==> src/rtl/pixel_stream_pkg.sv <==
`default_nettype none
// ============================================================================
// Module   : pixel_stream_pkg
// Brief    : Shared types and size helpers for the pixel stream sink.
// Revision : 1.0 - initial release
// ============================================================================
package pixel_stream_pkg;

  // Receiver state: collecting pixels, or holding a completed frame
  typedef enum logic [0:0] {
    RECV = 1'b0,
    FULL = 1'b1
  } sink_state_t;

  typedef logic [7:0]  pixel_t;
  typedef logic [15:0] checksum_t;

  // Number of pixels in one frame
  function automatic int calc_pixels(input int width, input int height);
    return width * height;
  endfunction

  // Address width for a buffer of the given depth (never below 1 bit)
  function automatic int calc_addr_width(input int depth);
    int w;
    w = 1;
    while ((1 << w) < depth) begin
      w = w + 1;
    end
    return w;
  endfunction

endpackage
`default_nettype wire

==> src/rtl/frame_ram.sv <==
`default_nettype none
// ============================================================================
// Module   : frame_ram
// Brief    : DEPTH x 8 frame buffer, one synchronous write port and one
//            registered read port with read-before-write behaviour.
// Revision : 1.0 - initial release
// ============================================================================
module frame_ram
  import pixel_stream_pkg::*;
#(
  parameter int DEPTH      = 16,
  parameter int ADDR_WIDTH = 4
) (
  input  logic                  clk,
  input  logic                  rst,
  input  logic                  wr_en,
  input  logic [ADDR_WIDTH-1:0] wr_addr,
  input  pixel_t                wr_data,
  input  logic [ADDR_WIDTH-1:0] rd_addr,
  output pixel_t                rd_data
);

  localparam logic [ADDR_WIDTH:0] c_DEPTH = (ADDR_WIDTH + 1)'(DEPTH);

  // Storage is deliberately not reset so the array maps onto block RAM
  pixel_t r_mem [DEPTH];

  logic w_rd_in_range;
  assign w_rd_in_range = ({1'b0, rd_addr} < c_DEPTH);

  // Write port: store the accepted pixel
  always_ff @(posedge clk) begin
    if (wr_en) begin
      r_mem[wr_addr] <= wr_data;
    end
  end

  // Read port: registered, sees the pre-write contents on an address clash
  always_ff @(posedge clk or posedge rst) begin
    if (rst) begin
      rd_data <= '0;
    end else if (w_rd_in_range) begin
      rd_data <= r_mem[rd_addr];
    end else begin
      rd_data <= '0;
    end
  end

endmodule
`default_nettype wire

==> src/rtl/pixel_frame_sink.sv <==
`default_nettype none
// ============================================================================
// Module   : pixel_frame_sink
// Brief    : Valid/ready pixel stream sink. Captures one raster-order frame
//            into a buffer, keeps a running checksum, and holds the producer
//            off until the consumer acknowledges the completed frame.
// Revision : 1.0 - initial release
// ============================================================================
module pixel_frame_sink
  import pixel_stream_pkg::*;
#(
  parameter  int IMG_WIDTH  = 4,
  parameter  int IMG_HEIGHT = 4,
  localparam int IMG_PIXELS = calc_pixels(IMG_WIDTH, IMG_HEIGHT),
  localparam int ADDR_WIDTH = calc_addr_width(IMG_PIXELS),
  localparam int COL_WIDTH  = $clog2(IMG_WIDTH),
  localparam int ROW_WIDTH  = $clog2(IMG_HEIGHT)
) (
  input  logic                  clk,
  input  logic                  rst,
  input  logic [7:0]            pixel_in,
  input  logic                  pixel_valid_in,
  output logic                  pixel_ready_out,
  output logic                  frame_done,
  input  logic                  frame_ack,
  output logic [COL_WIDTH-1:0]  wr_col,
  output logic [ROW_WIDTH-1:0]  wr_row,
  output logic [15:0]           checksum,
  input  logic [ADDR_WIDTH-1:0] rd_addr,
  output logic [7:0]            rd_data
);

  localparam logic [ADDR_WIDTH-1:0] c_LAST_PTR = ADDR_WIDTH'(IMG_PIXELS - 1);
  localparam logic [COL_WIDTH-1:0]  c_LAST_COL = COL_WIDTH'(IMG_WIDTH - 1);

  sink_state_t           r_state;
  logic [ADDR_WIDTH-1:0] r_wr_ptr;
  logic [COL_WIDTH-1:0]  r_wr_col;
  logic [ROW_WIDTH-1:0]  r_wr_row;
  checksum_t             r_checksum;
  logic                  r_frame_done;
  logic                  w_transfer;

  // Ready depends only on state, and drops at once while reset is held
  assign pixel_ready_out = (r_state == RECV) && !rst;
  assign w_transfer      = pixel_valid_in && pixel_ready_out;

  assign frame_done = r_frame_done;
  assign wr_col     = r_wr_col;
  assign wr_row     = r_wr_row;
  assign checksum   = r_checksum;

  // Receive FSM with write position, checksum and frame-done flag
  always_ff @(posedge clk or posedge rst) begin
    if (rst) begin
      r_state      <= RECV;
      r_wr_ptr     <= '0;
      r_wr_col     <= '0;
      r_wr_row     <= '0;
      r_checksum   <= '0;
      r_frame_done <= 1'b0;
    end else begin
      case (r_state)
        RECV: begin
          // A late ack in this state is meaningless and is ignored
          if (w_transfer) begin
            r_checksum <= r_checksum + {8'h00, pixel_in};
            if (r_wr_ptr == c_LAST_PTR) begin
              r_wr_ptr     <= '0;
              r_wr_col     <= '0;
              r_wr_row     <= '0;
              r_state      <= FULL;
              r_frame_done <= 1'b1;
            end else begin
              r_wr_ptr <= r_wr_ptr + 1'b1;
              if (r_wr_col == c_LAST_COL) begin
                r_wr_col <= '0;
                r_wr_row <= r_wr_row + 1'b1;
              end else begin
                r_wr_col <= r_wr_col + 1'b1;
              end
            end
          end
        end
        FULL: begin
          // Buffer and checksum stay frozen until the consumer releases them
          if (frame_ack) begin
            r_state      <= RECV;
            r_checksum   <= '0;
            r_frame_done <= 1'b0;
          end
        end
        default: begin
          r_state      <= RECV;
          r_frame_done <= 1'b0;
        end
      endcase
    end
  end

  frame_ram #(
    .DEPTH      (IMG_PIXELS),
    .ADDR_WIDTH (ADDR_WIDTH)
  ) u_frame_ram (
    .clk     (clk),
    .rst     (rst),
    .wr_en   (w_transfer),
    .wr_addr (r_wr_ptr),
    .wr_data (pixel_in),
    .rd_addr (rd_addr),
    .rd_data (rd_data)
  );

endmodule
`default_nettype wire

==> config.mk <==
export PLATFORM = sky130hd
export DESIGN_NAME = pixel_frame_sink
export DESIGN_NICKNAME = d
export VERILOG_FILES = /design/src/rtl/pixel_stream_pkg.sv /design/src/rtl/frame_ram.sv /design/src/rtl/pixel_frame_sink.sv
export SDC_FILE = /design/constraint.sdc
export NUM_CORES = 1
export LEC_CHECK = 0
export CELL_PAD_IN_SITES_DETAIL_PLACEMENT = 0
export CELL_PAD_IN_SITES_GLOBAL_PLACEMENT = 1
export CORE_AREA = 2 2 127 129
export DETAILED_ROUTE_END_ITERATION = 12
export DIE_AREA = 0 0 129 131
export PLACE_DENSITY = 0.81
export SETUP_SLACK_MARGIN = 0.1
export SLEW_MARGIN = 10
export SYNTH_ARGS = -nofsm -noshare
export SYNTH_HDL_FRONTEND = slang
export SYNTH_HIERARCHICAL = 1
export SYNTH_SLANG_ARGS = --single-unit
==> constraint.sdc <==
create_clock -name clk -period 2.45 [get_ports clk]
set_input_delay 0.245 -clock clk [delete_from_list [all_inputs] [get_ports clk]]
set_output_delay 0.245 -clock clk [all_outputs]
set_load 0.02 [all_outputs]
==> metrics.md <==
| Metric | Value |
|---|---|
| Buffer count from post-CTS setup fixing | `0` |
| Remaining DRCs | `0` |
| Top_reg_cell synth | `edfxtp_1` |
| CTS root buf | `clkbuf_16` |
| Crit path from | `r_state` |
| Drt first pass iters | `5` |
| Normalized max-slew margin | `0.555` |
| Post-synth ARST share | `0.210` |
| Seq/Total Area, Yosys | `0.685` |
| Total grt overflow | `0` |
| Final setup skew | `0.0131 ns` |
| DR top layer | `met4` |
| Drt via density | `5.55` |
| Largest net degree at the start of global routing | `33` |
| Final GP Congestion | `0.811` |
| Slew Limit Fails | `0` |
| Layout cells sized above 1 | `0.186` |
| Peak VDD IR | `0.000575 V` |
| Met2 WL | `7.46 mm` |
| H-Tree Depth | `4` |
| Clk buf depth | `2` |
| Ant. Diodes | `0` |
| Yosys reg bits | `162` |
| Global-route wire length before repair | `22.9 mm` |
| WP data required | `2.57 ns` |
| Syn Nets | `433` |
| Setup TNS | `0 ns` |
| Total GRT Usage | `0.187` |
| Drt wl/cell | `20.4 microns` |
| Post-CTS Resized | `0` |
| Run status | `finished clean` |
| Final wirelength | `14.6 mm` |
| Skew-Pair Late Insertion Delay | `0.43 ns` |
| Crit. End Element | `flip-flop` |
| Layout Nets | `515` |
| Largest area contributor in the netlist | `edfxtp_1` |
| Post-synth EDFFs | `128` |
| R2r setup slk | `0.35 ns` |
| CTS Buf Count | `17` |
| Worst EP arrival | `2.22 ns` |
| Die Footprint | `16900 sq um` |
| Layout area overhead | `21.4%` |
| Worst-path clk slew | `0.06 ns` |
| Tmin final | `2.10 ns` |
| Avg Cell Area, Syn | `16.9 sq um` |
| FF-to-FF Start | `r_state` |
| Worst Hold Class | `in -> async` |
| Count of final hold-check violations | `0` |
| DP HPWL | `9.69 mm` |
| Met3 WL post-DR | `816 microns` |
| Most common cell after layout, fill and taps aside | `edfxtp_1` |
| Achievable Freq | `0.477 GHz` |
| Synth warnings | `6` |
| Initial DRC count | `264` |
| Number of core rows | `46` |
| Synth area leaders | `edfxtp_1, dfrtp_1, mux4_2` |
| Final Setup Violations | `0` |
| Crit path kind | `reg -> reg` |
| MaxCap Viol Count | `0` |
| M1 WL | `6.11 mm` |
| Mapped Cells | `406` |
| DR vias | `3976` |
| Power Density | `920 nW/um^2` |
| Worst slew pin tran | `0.665 ns` |
| Post-layout util | `0.534` |
| Yosys top cell area share | `0.561` |
| Most frequent cells in the layout | `edfxtp_1, clkdlybuf4s50_1, nand2_1, dfrtp_1, buf_4` |
| Initial antenna violation count | `0` |
| Chip width | `129 microns` |
| TritonCTS clock tree | `yes` |
| Final period utilization | `0.856` |
| ANT nets after route | `0` |
| DIE HEIGHT | `131 microns` |
| I/O pins | `46` |
| Netlist cell types | `58` |
| Sinks on Clock Net | `162` |
| Cell Area, Synth | `6860 sq um` |
| RSZ-0062 raised after global routing | `no` |
| Vias in the first global route | `4265` |
| Port Buffer Count | `45` |
| Startpoint types | `flip-flop` |
| Hold-fix buffers, CTS | `0` |
| Crit path max fanout | `8` |
| Starting density of the core | `0.440` |
| P_leak | `3.01 nW` |
| Core area | `15600 sq um` |
==> where the power goes <==
part	leakage, nW	switching, mW	internal [mW]
sequential	1.58	0.247	3.21
combinational	1.15	0.866	0.693
clock	0.283	1.04	1.60
==> synthesized netlist by cell type (2+ instances only) <==
cell type        number
edfxtp_1            128
nand2_1              35
dfrtp_1              34
mux4_2               18
nor2_1               17
a22oi_1              16
mux4_1               14
nand3_1              13
o21ai_0              12
ha_1                 10
nor3_1                9
buf_2                 7
inv_1                 6
a21oi_1               5
mux2i_1               5
o211ai_1              5
buf_6                 4
nand2b_1              4
nand4_1               4
o2111ai_1             4
o31ai_1               4
clkdlybuf4s25_2       3
nand3b_1              3
o21a_1                3
a211oi_1              2
a211oi_2              2
a21o_1                2
and2_1                2
inv_2                 2
nor2b_1               2
o211a_1               2
xnor2_1               2
xor2_1                2
==> metrics by stage <==
step / area [sq um] / setup slack, ns / total power, mW / cells / hold WS (ns)
floorplan: 6860 / 0.106 / 4.41 / 406 / 0.0607
global placement: 7730 / 0.103 / 5.02 / 685 / 0.485
detailed placement: 7730 / 0.0775 / 5.07 / 685 / 0.487
CTS: 8330 / 0.355 / 7.72 / 717 / 0.247
global route: 8330 / 0.280 / 8.00 / 717 / 0.285
finish: 8330 / 0.352 / 7.66 / 717 / 0.251
==> path summary, 6_finish.rpt <==
check                                           to  cells past startpoint
max reg2reg                u_frame_ram/r_mem[0][2]                      5
max in group asynchronous              checksum[9]                      4
max                        u_frame_ram/r_mem[0][2]                      5
min                         u_frame_ram/rd_data[5]                      3
min reg2reg                             frame_done                      2
min in group clk                           r_state                      2
==> per-layer routing <==
metal,up-vias,GRT usage
met3,16,0.0428
li1,1804,-
met1,2015,0.227
met2,141,0.329
met4,0,0.0665
met5,-,0
==> cells by family after synthesis <==
| family | share of synthesized area |
|---|---|
| buf+inv | 0.0221 |
| flops | 0.685 |
| simple gates | 0.0757 |
| compound gates | 0.0677 |
| fa+ha+maj | 0.0212 |
| mux | 0.123 |
| xor+xnor | 0.00511 |
==> sequential cells by signal, indices dropped and copies added, names as in the netlist <==
register / cells
u_frame_ram/r_mem: 128
checksum: 16
u_frame_ram/rd_data: 8
r_wr_ptr: 4
wr_col: 2
wr_row: 2
frame_done: 1
r_state: 1
==> critical path, stage by stage, from the launching register on <==
cell	delay, ns
dfrtp_1	0.42
or3b_1	0.42
inv_2	0.08
or3b_2	0.51
nor3_2	0.15
buf_4	0.21
==> layout make-up <==
type | instances | area, sq um
timing repair buffer | 79 | 726
clock buffer | 19 | 433
multi-input combinational | 220 | 2010
fill | 1246 | 7270
sequential | 162 | 4690
tap | 216 | 270
inverter | 8 | 30.0
clock inverter | 13 | 158
Note: power is estimated with default switching activity, not from simulation.
